## src/rtl/scope_pix_if.sv

```systemverilog
// Pixel-write port of the 320x240 VGA framebuffer: one (x, y, colour) write per plot strobe.
interface scope_pix_if;
  logic [8:0] x;
  logic [7:0] y;
  logic [2:0] color;
  logic       plot;

  modport master (output x, y, color, plot);
  modport slave  (input  x, y, color, plot);
endinterface

```

## src/rtl/scope_display.sv

```systemverilog
// Multi-channel oscilloscope sweep generator: per column it latches every channel, maps it to a
// screen row and sweeps the column top to bottom, drawing each trace as a prev->cur row segment.
module scope_display #(
  parameter int          XMAX         = 319,
  parameter int          YMAX         = 239,
  parameter int          YMID         = 120,
  parameter int          DATA_W       = 16,
  parameter int          NCH          = 2,
  parameter int          SHIFT        = 8,
  parameter int          SWEEP_DELAY  = 10000,
  parameter int          TRIG_TIMEOUT = 2000000,
  parameter int          GRID         = 40,
  parameter logic [11:0] COLORS       = {3'b100, 3'b010, 3'b110, 3'b011},
  parameter logic [2:0]  GRID_COLOR   = 3'b001
) (
  input  logic                  clock,
  input  logic                  reset,
  input  logic                  freeze,
  input  logic [1:0]            mode,
  input  logic [DATA_W-1:0]     trig_level,
  input  logic                  grid_en,
  input  logic [NCH*DATA_W-1:0] data,
  scope_pix_if.master           pix
);

  localparam int DW = $clog2(SWEEP_DELAY + 2);
  localparam int TW = $clog2(TRIG_TIMEOUT + 2);
  localparam int GW = $clog2(GRID + 1);

  typedef enum logic [1:0] {S_ARM, S_WAIT, S_LATCH, S_PLOT} state_t;

  state_t            state_q, state_d;
  logic [8:0]        x_q, x_d;
  logic [7:0]        y_q, y_d;
  logic [DW-1:0]     delay_q, delay_d;
  logic [TW-1:0]     trig_q, trig_d;
  logic [GW-1:0]     xmod_q, xmod_d, ymod_q, ymod_d;
  logic [7:0]        cur_row_q [NCH];
  logic [7:0]        cur_row_d [NCH];
  logic [7:0]        prev_row_q [NCH];
  logic [7:0]        prev_row_d [NCH];
  logic [DATA_W-1:0] ch0_last_q;
  logic [7:0]        latch_row [NCH];
  logic [NCH-1:0]    lit;
  logic              rising;
  logic [2:0]        pix_color;

  // Positive samples plot upward: row = YMID - clamp(sample >>> SHIFT).
  function automatic logic [7:0] row_of(input logic [DATA_W-1:0] smp);
    logic signed [DATA_W-1:0] sh;
    int                       s;
    sh = $signed(smp) >>> SHIFT;
    s  = int'(sh);
    if (s > YMID)
      s = YMID;
    else if (s < YMID - YMAX)
      s = YMID - YMAX;
    return 8'(YMID - s);
  endfunction

  generate
    for (genvar gi = 0; gi < NCH; gi++) begin : g_chan
      assign latch_row[gi] = row_of(data[gi*DATA_W +: DATA_W]);
      assign lit[gi] = (cur_row_q[gi] <= prev_row_q[gi])
                     ? (y_q >= cur_row_q[gi]  && y_q <= prev_row_q[gi])
                     : (y_q >= prev_row_q[gi] && y_q <= cur_row_q[gi]);
    end
  endgenerate

  assign rising = ($signed(ch0_last_q) < $signed(trig_level)) &&
                  ($signed(data[DATA_W-1:0]) >= $signed(trig_level));

  always_ff @(posedge clock) begin
    ch0_last_q <= data[DATA_W-1:0];
  end

  always_ff @(posedge clock) begin
    if (reset)
      state_q <= S_ARM;
    else
      state_q <= state_d;
  end

  always_comb begin
    state_d    = state_q;
    x_d        = x_q;
    y_d        = y_q;
    delay_d    = delay_q;
    trig_d     = trig_q;
    xmod_d     = xmod_q;
    ymod_d     = ymod_q;
    cur_row_d  = cur_row_q;
    prev_row_d = prev_row_q;
    case (state_q)
      S_ARM: begin
        // Freeze has priority, so a coincident trigger edge is dropped.
        if (!freeze) begin
          case (mode)
            2'd1: if (rising) state_d = S_WAIT;
            2'd2: begin
              if (rising || trig_q == TW'(TRIG_TIMEOUT)) begin
                state_d = S_WAIT;
                trig_d  = '0;
              end else begin
                trig_d = trig_q + TW'(1);
              end
            end
            default: state_d = S_WAIT;
          endcase
        end
      end
      S_WAIT: begin
        if (delay_q == DW'(SWEEP_DELAY)) begin
          if (!freeze) begin
            delay_d = '0;
            state_d = S_LATCH;
          end
        end else begin
          delay_d = delay_q + DW'(1);
        end
      end
      S_LATCH: begin
        for (int i = 0; i < NCH; i++) begin
          cur_row_d[i] = latch_row[i];
          if (x_q == 9'd0)
            prev_row_d[i] = latch_row[i];
        end
        y_d     = '0;
        ymod_d  = '0;
        state_d = S_PLOT;
      end
      S_PLOT: begin
        if (y_q == 8'(YMAX)) begin
          prev_row_d = cur_row_q;
          y_d        = '0;
          ymod_d     = '0;
          if (x_q == 9'(XMAX)) begin
            x_d     = '0;
            xmod_d  = '0;
            state_d = S_ARM;
          end else begin
            x_d     = x_q + 9'd1;
            xmod_d  = (xmod_q == GW'(GRID - 1)) ? '0 : xmod_q + GW'(1);
            state_d = S_WAIT;
          end
        end else begin
          y_d    = y_q + 8'd1;
          ymod_d = (ymod_q == GW'(GRID - 1)) ? '0 : ymod_q + GW'(1);
        end
      end
      default: state_d = S_ARM;
    endcase
  end

  always_ff @(posedge clock) begin
    if (reset) begin
      x_q     <= '0;
      y_q     <= '0;
      delay_q <= '0;
      trig_q  <= '0;
      xmod_q  <= '0;
      ymod_q  <= '0;
      for (int i = 0; i < NCH; i++) begin
        cur_row_q[i]  <= 8'(YMID);
        prev_row_q[i] <= 8'(YMID);
      end
    end else begin
      x_q        <= x_d;
      y_q        <= y_d;
      delay_q    <= delay_d;
      trig_q     <= trig_d;
      xmod_q     <= xmod_d;
      ymod_q     <= ymod_d;
      cur_row_q  <= cur_row_d;
      prev_row_q <= prev_row_d;
    end
  end

  // Lowest-index lit channel wins: scan downward so it is assigned last.
  always_comb begin
    pix_color = '0;
    if (state_q == S_PLOT) begin
      if (|lit) begin
        for (int i = NCH - 1; i >= 0; i--)
          if (lit[i])
            pix_color = COLORS[3*i +: 3];
      end else if (grid_en && (xmod_q == '0 || ymod_q == '0 || y_q == 8'(YMID))) begin
        pix_color = GRID_COLOR;
      end
    end
  end

  assign pix.x     = x_q;
  assign pix.y     = y_q;
  assign pix.color = pix_color;
  assign pix.plot  = (state_q == S_PLOT);

endmodule

```

## src/flat_wrapper.sv

```systemverilog
// flat-port wrapper written by rule: the top's interface ports become plain ports
module scope_display_flat 
#(
  parameter int          XMAX         = 319,
  parameter int          YMAX         = 239,
  parameter int          YMID         = 120,
  parameter int          DATA_W       = 16,
  parameter int          NCH          = 2,
  parameter int          SHIFT        = 8,
  parameter int          SWEEP_DELAY  = 10000,
  parameter int          TRIG_TIMEOUT = 2000000,
  parameter int          GRID         = 40,
  parameter logic [11:0] COLORS       = {3'b100, 3'b010, 3'b110, 3'b011},
  parameter logic [2:0]  GRID_COLOR   = 3'b001
)
  (clock, reset, freeze, mode, trig_level, grid_en, data, pix_x, pix_y, pix_color, pix_plot);
  scope_pix_if pix_i ();
  input  logic clock;
  input  logic reset;
  input  logic freeze;
  input  logic [1:0] mode;
  input  logic [DATA_W-1:0] trig_level;
  input  logic grid_en;
  input  logic [NCH*DATA_W-1:0] data;
  output wire logic [$bits(pix_i.x)-1:0] pix_x;
  output wire logic [$bits(pix_i.y)-1:0] pix_y;
  output wire logic [$bits(pix_i.color)-1:0] pix_color;
  output wire logic [$bits(pix_i.plot)-1:0] pix_plot;
  assign pix_x = pix_i.x;
  assign pix_y = pix_i.y;
  assign pix_color = pix_i.color;
  assign pix_plot = pix_i.plot;
  scope_display #(.XMAX(XMAX), .YMAX(YMAX), .YMID(YMID), .DATA_W(DATA_W), .NCH(NCH), .SHIFT(SHIFT), .SWEEP_DELAY(SWEEP_DELAY), .TRIG_TIMEOUT(TRIG_TIMEOUT), .GRID(GRID), .COLORS(COLORS), .GRID_COLOR(GRID_COLOR)) u_core (.clock(clock), .reset(reset), .freeze(freeze), .mode(mode), .trig_level(trig_level), .grid_en(grid_en), .data(data), .pix(pix_i));
endmodule
```

## config.mk

```make
export PLATFORM = sky130hd
export DESIGN_NAME = scope_display_flat
export DESIGN_NICKNAME = d
export VERILOG_FILES = /design/src/rtl/scope_pix_if.sv /design/src/rtl/scope_display.sv /design/src/flat_wrapper.sv
export SDC_FILE = /design/constraint.sdc
export NUM_CORES = 1
export LEC_CHECK = 0
export ABC_AREA = 1
export CORE_UTILIZATION = 40
export CTS_CLUSTER_SIZE = 20
export DETAILED_ROUTE_END_ITERATION = 10
export PLACE_DENSITY = 0.66
export SLEW_MARGIN = 20
export SYNTH_ARGS = -nofsm -noshare
export SYNTH_HDL_FRONTEND = slang
export SYNTH_SLANG_ARGS = --single-unit
export TNS_END_PERCENT = 1
```

## constraint.sdc

```tcl
create_clock -name clock -period 2.3 [get_ports clock]
set_input_delay 0.23 -clock clock [delete_from_list [all_inputs] [get_ports clock]]
set_output_delay 0.23 -clock clock [all_outputs]
set_load 0.05 [all_outputs]
```

# Yosys cells after proc, flatten, opt, wreduce, memory -nomap -nowiden
# Index checks and enable logic that the tools add are counted.
dict set report op_classes {
  addsub 8
  n_lt_le_gt_ge 16
  n_eq_ne 20
  mux 35
  bitwise 1
  n_reduce_logical 20
}
# cell n
set op_table {}
lappend op_table {{$mux 8} 7}
lappend op_table {{$le 8x8->1} 6}
lappend op_table {{$ge 8x8->1} 4}
lappend op_table {{$pmux 16 s2} 1}
lappend op_table {{$mux 14} 2}
lappend op_table {{$mux 6} 4}
lappend op_table {{$add 21x1->21 const B} 1}
lappend op_table {{$eq 21x21->1 const B} 1}
lappend op_table {{$mux 21} 1}
lappend op_table {{$ge 16x16->1} 1}
lappend op_table {{$gt 8x8->1 const B} 2}
lappend op_table {{$lt 16x16->1} 1}
lappend op_table {{$lt 8x8->1 const B} 2}
lappend op_table {{$mux 16} 1}
lappend op_table {{$pmux 8 s2} 1}
lappend op_table {{$sub 8x8->8 const A} 2}
lappend op_table {{$add 14x1->14 const B} 1}
lappend op_table {{$eq 14x14->1 const B} 1}
lappend op_table {{$add 6x1->6 const B} 2}
lappend op_table {{$eq 6x6->1 const B} 2}
lappend op_table {{$logic_not 6->1} 2}
lappend op_table {{$mux 2} 6}
lappend op_table {{$mux 3} 4}
lappend op_table {{$pmux 6 s2} 1}
lappend op_table {{24 further kinds} 44}
dict set report totals {
  reg_bits 114
}

# Logic depth before layout (Yosys ltp)
dict set report depth {
  word_depth 7
  depth_mapped 19
}

# Least setup slack after synthesis
# Ideal clock, no wire load.
dict set report synth_timing {
  kind {register to output}
  start {register u_core.y_q[5], in the netlist u_core.pix.y[5]}
  end {output port pix_color[0]}
  arrival_ns 2.893
  path_slack_ns -0.823
  stages_incl_launch_ff 9
  path_buffers 0
  path_cell_list {dfxtp_1 ha_1 a21oi_1 nor2_1 a211oi_1 nand3_1 nand3_1 o21ai_0 o21ai_0}
}
dict set report synth_via {
  elab_chain_cells 6
}
# element line
set synth_rtl {}
lappend synth_rtl {{start, declared} scope_display.sv:34} ;# logic [7:0] y_q, y_d;
lappend synth_rtl {{start signal, assigned} scope_display.sv:169} ;# y_q <= y_d;
lappend synth_rtl {{$ge 8x8->1 (tied with other cells)} scope_display.sv:66} ;# : (y_q >= prev_row_q[gi] && y_q <= cur_row_q[gi]);
lappend synth_rtl {{$logic_and 1x1->1 (tied with other cells)} scope_display.sv:66}
lappend synth_rtl {{$mux 1 / $logic_and 1x1->1 (equally long branches)} {scope_display.sv:65, scope_display.sv:187}}
lappend synth_rtl {{$mux 3 (tied with other cells)} scope_display.sv:185} ;# if (lit[i])
lappend synth_rtl {{$mux 3 (*)} scope_display.sv:183} ;# if (|lit) begin
lappend synth_rtl {{$mux 3 (*)} scope_display.sv:182} ;# if (state_q == S_PLOT) begin
lappend synth_rtl {{end, declared} flat_wrapper.sv:27} ;# output wire logic [$bits(pix_i.color)-1:0] pix_color;
# Mark *: on every way between the ends. The rest lies on a longest branch, timed or not.

# Worst setup path after layout
# Ends and elaborated chain as after synthesis.

==> flow_summary.yaml <==
worst_setup_path:
  worstSetupEndpointType: "output pin"
  r2r_setup_slack_ns: 0.20
  path_class: "reg2out"
  crit-reg2reg-launch: "u_core.state_q[1]"
  crit_required_ns: 2.07
  reg2reg_depth: 13
  slowest_delay_ns: 0.39
  startpoint_type: "register"
  path_cells: "buf_6 -> ha_4 -> nand4_1 -> inv_2 -> nand4_1 -> a32o_2 -> o21ai_4 -> nand2_2 -> o21ai_4 -> buf_12"
  reg2reg_to: "u_core.trig_q[17]"
  critPathMaxFanout: 5
  cp.arrival_ns: 2.33
  worst_path_max_delay_cell: "dfxtp_4"
min_path:
  whs_path_depth: 1
  hold_end: "u_core.ch0_last_q[3]"
  hp-class: "in2reg"
  min_from: "data[3]"
yosys:
  seq_area_frac_synth_pct: 30.1
  yosysUniqueCellTypes: 52
  synth_top_flop_cell: "dfxtp_1"
  synth_cells: 1049
  synth_edf_count: 0
  syn-cell-area_sq_mm: 0.00758
  synth_nets: 1202
  ys_async_sr_fraction_pct: 0
  ys_ff_latch: 114
  yosys_warnings: 0
  syn_avg_cell_area_sq_um: 7.22
grt:
  grt_pass1_vias: 6750
  grtUsageTotal_pct: 19.8
  grt_max_degree: 34
  grt_overflow_total: 0
  antenna_found_initial: 0
  grt_pass1_wl_mm: 31.4
flow_run:
  drv_cap: 0
place:
  pre_cts_slack_ns: -0.345
  dpl.cell_count: 1394
  hpwl_mm: 13.7
  place_congestion: 0.837
  io_buffers: 66
layout:
  stdcell_count: 1430
  drive_gt1_share_pct: 16.5
  layout_common_cells: "nand2_1 (180), inv_1 (160), dfxtp_1 (104)"
  num_antenna_cells: 0
  fin_util_pct: 54.1
  final_nets: 1341
  area_growth_pct: 30.4
  final_common_cell: "nand2_1"
  n_fill_cell: 1755
sta:
  final-max-slew-violation-count: 0
  clock_skew_ns: 0.00940
  setup_ws_ns: -0.257
  rsz0062_at_grt: "true"
  max_freq_ghz: 0.391
  min_period_ns: 2.56
  finalSetupViolations: 3
  hold_violations: 0
  finalSetupTns_ns: -0.738
  period_share_pct: 111
  slew_headroom_pct: 63.2
  worstMarginPinSlew_ns: 0.552
outcome:
  failed_checks: "negative setup slack"
  outcome: "finished, violations left"
clock_tree:
  cts.clk_slew.worst_paths_ns: 0.05
  clk_path_buf_depth: 2
  clk_latency_ns: 0.42
  cts_tree: "done"
  cts_sinks: 114
  cts-root-buf: "clkbuf_16"
  h-tree-depth: 4
  cts-buffers-inserted: 17
power_and_ir_drop:
  p_leak_nw: 4.42
  peakVddDrop_uv: 815
  powerDensity_mw_per_mm2: 834
floorplanning:
  start_util_pct: 41.5
  ios: 75
  die_w_um: 140
  core_area_sq_mm: 0.0183
  die-height_um: 140
  fp.dieArea_sq_mm: 0.0195
  rows: 49
detailed_routing:
  wl_mm: 18.6
  routed-via-count: 7199
  drtAntennaViolNets: 0
  drt-initial-drc-count: 431
  viasPerCell: 5.03
  drc: 0
  firstDrtPassIters: 5
  wl_per_cell_um: 13.0
## logic make-up after synthesis
kind of cell	Yosys count	share of synthesized area, %
DFF	114	30.1
buffers and inverters	197	10.1
adders and majority gates	99	16.3
xor gates and xnor gates	21	2.43
AOI/OAI and AO/OA	213	15.8
and+or+nand+nor	405	25.2
## how the worst max path moves through the flow
stage,endpoint,slack (ns),depth (start not counted),startpoint
2_1_floorplan,pix_color[0],0.04,9,u_core.pix.y[7]
3_3_place_gp,u_core.prev_row_q[14],-0.29,13,data[10]
3_5_place_dp,u_core.prev_row_q[14],-0.35,13,data[10]
4_1_cts,pix_color[0],-0.25,10,u_core.pix.y[5]
5_1_grt,pix_color[0],-0.37,10,u_core.pix.y[5]
6_report,pix_color[0],-0.26,10,u_core.pix.y[5]
## cell type report
class                      instances  area, sq um  share of cell area, %
clock buffer                      21          440                   4.46
inverter                         175          664                   6.72
tap                              229          287                   2.90
sequential                       114         2310                   23.4
timing repair buffer             142         1270                   12.9
clock inverter                    11          161                   1.63
multi-input combinational        738         4750                   48.0
## Yosys cell counts, drive strengths merged (2+ instances only)
master  instances  share of area [%]
a211oi         10               0.99
a21o            2               0.20
a21oi          89                5.9
a221oi          4               0.46
a22oi           2               0.20
a31oi           4               0.33
buf             8               0.66
clkbuf         14               0.69
dfxtp         114                 30
ha             99                 16
inv           175                8.7
nand2         190                9.6
nand3          46                3.6
nand3b          2               0.20
nand4          27                2.2
nor2           96                5.4
nor3           25                2.1
nor3b          10                1.1
nor4            7               0.78
o211ai         11                1.1
o21a            2               0.20
o21ai          78                5.2
o41ai           2               0.23
or2             2               0.17
xnor2           2               0.23
xor2           19                2.2
## stage by stage
step	hold WS (ns)	area (sq um)	power, W
after floorplan	0.258	7610	0.00437
after global placement	0.450	9030	0.00518
after detailed placement	0.459	9030	0.00525
after CTS	0.276	9770	0.00811
after global routing	0.281	9880	0.00883
final	0.295	9880	0.00824
## power by group
part | total [W] | switching [W] | internal [W]
combinational | 0.00311 | 0.00191 | 0.00120
sequential | 0.00239 | 0.000152 | 0.00224
clock | 0.00274 | 0.000940 | 0.00180
total | 0.00824 | 0.00301 | 0.00524
## critical path, delay by kind of cell, from the launching register on
family,cells,cell delay [ns]
AOI/OAI and AO/OA,3,0.54
DFF,1,0.39
buffers and inverters,3,0.38
and+or+nand+nor,3,0.33
adders and majority gates,1,0.26
## sequential cells by signal, summed over array words and instances, names as in the netlist
register	flops
u_core.xmod_q	6
u_core.pix.y	8
u_core.delay_q	14
u_core.cur_row_q	16
u_core.prev_row_q	16
u_core.state_q	2
u_core.ymod_q	6
u_core.ch0_last_q	16
u_core.trig_q	21
u_core.pix.x	9
## per-layer routing
metal	track usage [%]	vias up	part of all wire, %
met3	4.16	16	2.8
met1	25.3	3301	49
met5	0	-	0
li1	-	3785	-
met4	5.15	0	1.0
met2	33.7	97	47
## what timing repair did
item / in CTS / in global routing
gates resized for setup: 22 / 30
buffers inserted: 4 / 0
cloned: 0 / 0
setup endpoints to repair: 3 / 21
pin swaps: 5 / 7
hold buffers: 0 / 0
(Power assumes the default switching activity.)
